[config.mk]
export PLATFORM = sky130hd
export DESIGN_NAME = fetch_stage
export DESIGN_NICKNAME = d
export VERILOG_FILES = /design/src/rtl/fetch_stage.sv
export SDC_FILE = /design/constraint.sdc
export NUM_CORES = 1
export LEC_CHECK = 0
export ABC_AREA = 1
export CAP_MARGIN = 20
export CORE_MARGIN = 2
export CORE_UTILIZATION = 45
export DETAILED_ROUTE_END_ITERATION = 6
export PLACE_DENSITY = 0.79
export SLEW_MARGIN = 10
export SYNTH_ARGS = -nofsm -noshare
export SYNTH_HDL_FRONTEND = slang
export SYNTH_SLANG_ARGS = --single-unit
[constraint.sdc]
create_clock -name Clock -period 2.1 [get_ports Clock]
set_input_delay 0.42 -clock Clock [delete_from_list [all_inputs] [get_ports Clock]]
set_output_delay 0.42 -clock Clock [all_outputs]
set_load 0.05 [all_outputs]
[src/rtl/fetch_stage.sv]
// ---------------------------------------------------------------------------
// fetch_stage
//   Instruction-fetch stage of the 4-stage pipelined 8-bit processor.
//   This block owns the program counter and loads the IF/ID pipeline register.
//   Unconditional jumps (op 2'b11) are resolved here with zero penalty: the
//   jmp is consumed and a bubble goes downstream instead.
//
//   Clock            in   1  rising-edge clock
//   Reset            in   1  asynchronous active-low reset
//   PC               out  8  fetch address to instruction memory (the PC register)
//   Instruction_Code in   8  combinational memory read data at PC
//   Stall            in   1  hold PC and IF/ID contents
//   Redirect_En      in   1  flush IF/ID and refetch from Redirect_PC
//   Redirect_PC      in   8  redirect target
//   IFID_Instr       out  8  registered instruction to decode
//   IFID_PC          out  8  address of IFID_Instr
//   IFID_Valid       out  1  IFID_Instr is real (0 = bubble)
//   Halted           out  1  PC is past the end of the program
// ---------------------------------------------------------------------------
module fetch_stage #(
  parameter int          IMEM_DEPTH = 6,
  parameter logic [7:0]  RESET_PC   = 8'h00
) (
  input  logic       Clock,
  input  logic       Reset,
  output logic [7:0] PC,
  input  logic [7:0] Instruction_Code,
  input  logic       Stall,
  input  logic       Redirect_En,
  input  logic [7:0] Redirect_PC,
  output logic [7:0] IFID_Instr,
  output logic [7:0] IFID_PC,
  output logic       IFID_Valid,
  output logic       Halted
);

  // One extra bit so a depth of 256 still compares correctly against an 8-bit PC.
  localparam logic [8:0] DEPTH_LIM = 9'(IMEM_DEPTH);

  // PC-relative jump target: 6-bit signed offset, result wraps mod 256.
  function automatic logic [7:0] jump_target(input logic [7:0] pc,
                                             input logic [7:0] instr);
    logic signed [7:0] off;
    off = {{2{instr[5]}}, instr[5:0]};
    return pc + off;
  endfunction

  logic       is_jmp;
  logic [7:0] pc_nxt;
  logic [7:0] instr_nxt;
  logic [7:0] ifpc_nxt;
  logic       vld_nxt;

  assign Halted = ({1'b0, PC} >= DEPTH_LIM);
  assign is_jmp = (Instruction_Code[7:6] == 2'b11);

  always_comb begin
    pc_nxt    = PC;
    instr_nxt = IFID_Instr;
    ifpc_nxt  = IFID_PC;
    vld_nxt   = IFID_Valid;
    if (Redirect_En) begin
      pc_nxt    = Redirect_PC;
      instr_nxt = 8'h00;
      ifpc_nxt  = 8'h00;
      vld_nxt   = 1'b0;
    end else if (Stall) begin
      // everything holds; a stalled jmp is re-evaluated once Stall drops
    end else if (Halted) begin
      instr_nxt = 8'h00;
      vld_nxt   = 1'b0;
    end else if (is_jmp) begin
      pc_nxt    = jump_target(PC, Instruction_Code);
      instr_nxt = 8'h00;
      ifpc_nxt  = PC;
      vld_nxt   = 1'b0;
    end else begin
      pc_nxt    = PC + 8'd1;
      instr_nxt = Instruction_Code;
      ifpc_nxt  = PC;
      vld_nxt   = 1'b1;
    end
  end

  // ---- IF -> ID boundary: PC and IF/ID pipeline register ----
  always_ff @(posedge Clock or negedge Reset) begin
    if (!Reset) begin
      PC         <= RESET_PC;
      IFID_Instr <= 8'h00;
      IFID_PC    <= 8'h00;
      IFID_Valid <= 1'b0;
    end else begin
      PC         <= pc_nxt;
      IFID_Instr <= instr_nxt;
      IFID_PC    <= ifpc_nxt;
      IFID_Valid <= vld_nxt;
    end
  end

endmodule

# After elaboration in Yosys (flattened, before gate mapping)
# Cells that the tools add are included.
# op_classes
n_addsub,2
n_lt_le_gt_ge,1
eq_ne,3
muxes,15
n_reduce_logical,1
# ops
cell,count
2-to-1 mux 8 bit,11
"adder 8 x 1 -> 8 bit, second input constant",1
adder 8 bit,1
"greater-or-equal comparator 8 x 3 -> 1 bit, second input constant",1
2-to-1 mux 1 bit,4
"== test 2 bit, second input constant",1
"!= test 2 x 1 -> 1 bit, second input constant",1
"!= test 2 bit, second input constant",1
AND reduction 2 bit,1
# word_totals
ff_bits,25
out_inout_bits,26
elab_cells,26
inputBits,20

# Logic depth before layout (Yosys ltp)
# logic_depth
ltp_word,5
depth_mapped,12
mapped_depth_nobuf,12

# Worst setup path after synthesis
# OpenSTA, ideal clock, no wires.
# synth_timing
path_type,register to register
from,reg PC[0]
to,reg PC[6]
setup_ps,124
n_path_buf,0
arrival_ps,1859
setup_slack_ps,118
synth_period_minus_slack_ps,1982
t_required_ps,1976
stages_incl_launch_ff,10
cell_sequence,dfrtp_1 -> ha_1 -> inv_1 -> fa_1 -> o21ai_0 -> nand2_1 -> nand3_1 -> nand3_1 -> nand2_1 -> o21ai_1
# synth_via
elab_chain_cells,5
word_cells_on_any_way,9
classes_between,add/sub (2); order compare (1); eq/ne (1); mux (4); reduce/logical (1)
# synth_rtl
item,line_no,text
from (decl),26,"output logic [7:0] PC,"
from (signal assigned),93,PC <= pc_nxt;
adder 8 x 1 -> 8 bit or adder 8 bit (tied branches),"78, 45",
2-to-1 mux 8 bit,72,end else if (is_jmp) begin
2-to-1 mux 8 bit,69,end else if (Halted) begin
2-to-1 mux 8 bit,67,end else if (Stall) begin
2-to-1 mux 8 bit,62,if (Redirect_En) begin
# Parallel ways exist; a longest one is shown, timed or not. The select of a mux whose other input is x is not followed.
# A chain may end at the register's enable or synchronous reset.

# Worst setup path after layout
# layout_timing
from,reg PC[7]
to,out PC[7]
# No word-level cell between the ends.

==> results.cfg <==
[finish]
diodes = 0
seq_area_sq_um = 625.6
multiInputGateArea_sq_um = 641.9
final_nets = 263
area_growth_syn_to_layout_pct = 45.81
drive_above_1_share = 0.1144
stdcell_count = 269
fillers = 258

[synthesis]
synth_edf_count = 0
post_synth.cell_area_avg_sq_um = 7.896
synth_seq_area_share = 0.4554
synth_seq_cells = 25
ys_types = 21
yosys_warnings = 0
synthCells = 174
synth_nets = 200
synth.cell_area_sq_um = 1374
synthArstFlopShare = 1.000
synth_ff_type = dfrtp_1

[critical_path]
critical_path_buf_inv_count = 1
crit_chain = clkdlybuf4s50_1
arrival_ns = 1.63
start_kind = flip-flop
criticalPathCategory = reg2out
critPathMaxFanout = 4
critPathRequiredTime_ns = 1.68
critPathMaxStageDelay_ns = 0.84
cpLargestDelayFamily = buffers and inverters
cp-end-kind = output port
slowest_stage = clkdlybuf4s50_1

[cts]
clock_latency_ns = 0.32
clkTransAtPathRegs_ns = 0.14
cts_tree = done
cts_hold_buf = 0
cts_max_path_buffers = 2
numCtsBuffers = 3
h-tree-depth = 1
clkSinkCount = 25
cts_setup_buffers = 0
clock-root-buffer = clkbuf_4

[detailed_routing]
routed-via-count = 1315
ant_nets = 0
firstDrtPassIters = 4
drt_wl_total_mm = 3.165
drt_iter0_drc = 51
viasPerCell = 4.888
wl_per_cell_um = 11.77
drcViolationCount = 0

[floorplan]
num_rows = 20
die_area_sq_um = 3511
boundaryPins = 46
core-area_sq_um = 2978
die_x_um = 59.26
die_y_um = 59.26
initial_utilization = 0.4613

[timing]
timing.final.crit_share = 0.9769
rsz0062_at_grt = false
fin_crit_ns = 2.051
slew_headroom = 0.6350
fin_setup_tns_ns = 0
hold_viol = 0
setup_viol = 0
slew_violations = 0
fin_worst_skew_ns = 0.001889
tightest_slew_ns = 0.5455
max_freq_ghz = 0.4875

[global_route]
track_usage = 0.1930
grt_max_degree = 26
antenna_found_initial = 0
first_global_vias = 1141
grt_pass1_wl_mm = 5.064
overflow = 0

[placement]
io_buffers = 45
gp_congestion = 0.9093
hpwl_mm = 2.487
dp.cells = 265

[pwr]
p_leak_nw = 1.002
pwr_density_cell_nw_per_um2 = 546.7
peakVddDrop_mv = 0.3518

[run_status]
status = completed

[min_path]
hold_class = in2async

[job]
drv_cap = 0
[sequential cells by signal, summed over array words and instances, names as in the netlist]
register and count:
IFID_Instr 8, IFID_PC 8, PC 8, IFID_Valid 1
[Yosys cell counts, types with 2 or more instances]
cell type  instances  share of area
nand2_1           48           0.13
dfrtp_1           25           0.46
inv_1             25          0.068
nor2_1            20          0.055
nand3_1           17          0.062
o21ai_1            8          0.029
a21oi_1            5          0.018
ha_1               5          0.046
o21ai_0            5          0.018
mux2i_1            3          0.022
nand4_1            2         0.0091
o21ai_2            2          0.013
[timing repair]
action                     CTS  global route
setup endpoints to repair    0             5
resized for setup            0             6
hold endpoints to repair     0             0
[path summary, 6_finish.rpt]
kind / slack [ns] / depth (start not counted) / endpoint / from
setup / recovery: 0.05 / 1 / PC[7] / PC[7]$_DFFE_PN0P_
hold / removal: 0.44 / 2 / IFID_PC[0]$_DFFE_PN0P_ / Reset
setup reg to reg: 0.31 / 5 / IFID_Instr[1]$_DFFE_PN0P_ / PC[6]$_DFFE_PN0P_
hold reg to reg: 0.50 / 2 / IFID_Instr[7]$_DFFE_PN0P_ / IFID_Instr[7]$_DFFE_PN0P_
max in group asynchronous: 1.43 / 2 / PC[5]$_DFFE_PN0P_ / Reset
min in group Clock: 0.50 / 2 / IFID_Instr[7]$_DFFE_PN0P_ / IFID_Instr[7]$_DFFE_PN0P_
[layout make-up]
class / count / area share
multi-input cells: 122 / 0.3204
flip-flops and latches: 25 / 0.3123
repair buffers: 60 / 0.2848
inverters: 25 / 0.04685
well taps: 33 / 0.02061
clock buffers: 3 / 0.01124
clock inverters: 1 / 0.003748
[cell families (layout without fill, tap and decap cells)]
group,Yosys count,after routing,share of synthesized area
and+or+nand+nor,91,91,0.2923
DFF,25,25,0.4554
muxes,3,3,0.02186
adders and majority gates,6,6,0.06011
xor gates and xnor gates,2,2,0.01275
AOI/OAI and AO/OA,20,20,0.07832
buffers and inverters,27,89,0.07923
[where the power goes]
part	switching (W)	internal, W	leakage [nW]
combinational	0.000194	0.000144	0.655
clock	0.000155	0.0000729	0.0139
sequential	0.0000296	0.000501	0.333
[metal layers]
layer	GRT usage	vias to the layer above	wire length, um
met4	0.06818	0	74
met1	0.2722	595	1491
met2	0.3124	31	1482
met5	0	-	0
li1	-	682	-
met3	0.01310	7	117
[worst register-to-register path: cells and delay by family, from the launching register on]
family             cells  cell delay [ns]
AOI/OAI and AO/OA      1             0.15
DFF                    1             0.48
and+or+nand+nor        4             1.10
[layout by cell type (no fill, tap or decap), drive strengths merged]
master	n
clkbuf	3
nand4	2
o21ai	15
buf	16
fa	1
clkinvlp	1
clkdlybuf4s50	40
xnor2	1
nand3	18
dfrtp	25
dlymetal6s2s	4
inv	25
nor4	1
ha	5
nand2	49
nor2	21
a21oi	5
xor2	1
mux2i	3
[metrics by stage]
| stage | cell area [sq um] | hold WS [ns] | util | power (W) | setup slack, ns |
|---|---|---|---|---|---|
| 2_1_floorplan | 1374 | 0.1244 | - | 0.0007206 | 0.1177 |
| 3_3_place_gp | 1961 | 0.4675 | 0.6584 | 0.0008709 | -0.2212 |
| 3_5_place_dp | 1961 | 0.4688 | 0.6584 | 0.0008762 | -0.2780 |
| 4_1_cts | 1991 | 0.4475 | 0.6685 | 0.001102 | 0.009648 |
| 5_1_grt | 2003 | 0.4607 | 0.6727 | 0.001151 | 0.006017 |
| 6_report | 2003 | 0.4351 | 0.6727 | 0.001095 | 0.04856 |
Power figures use the tool's default switching activity.
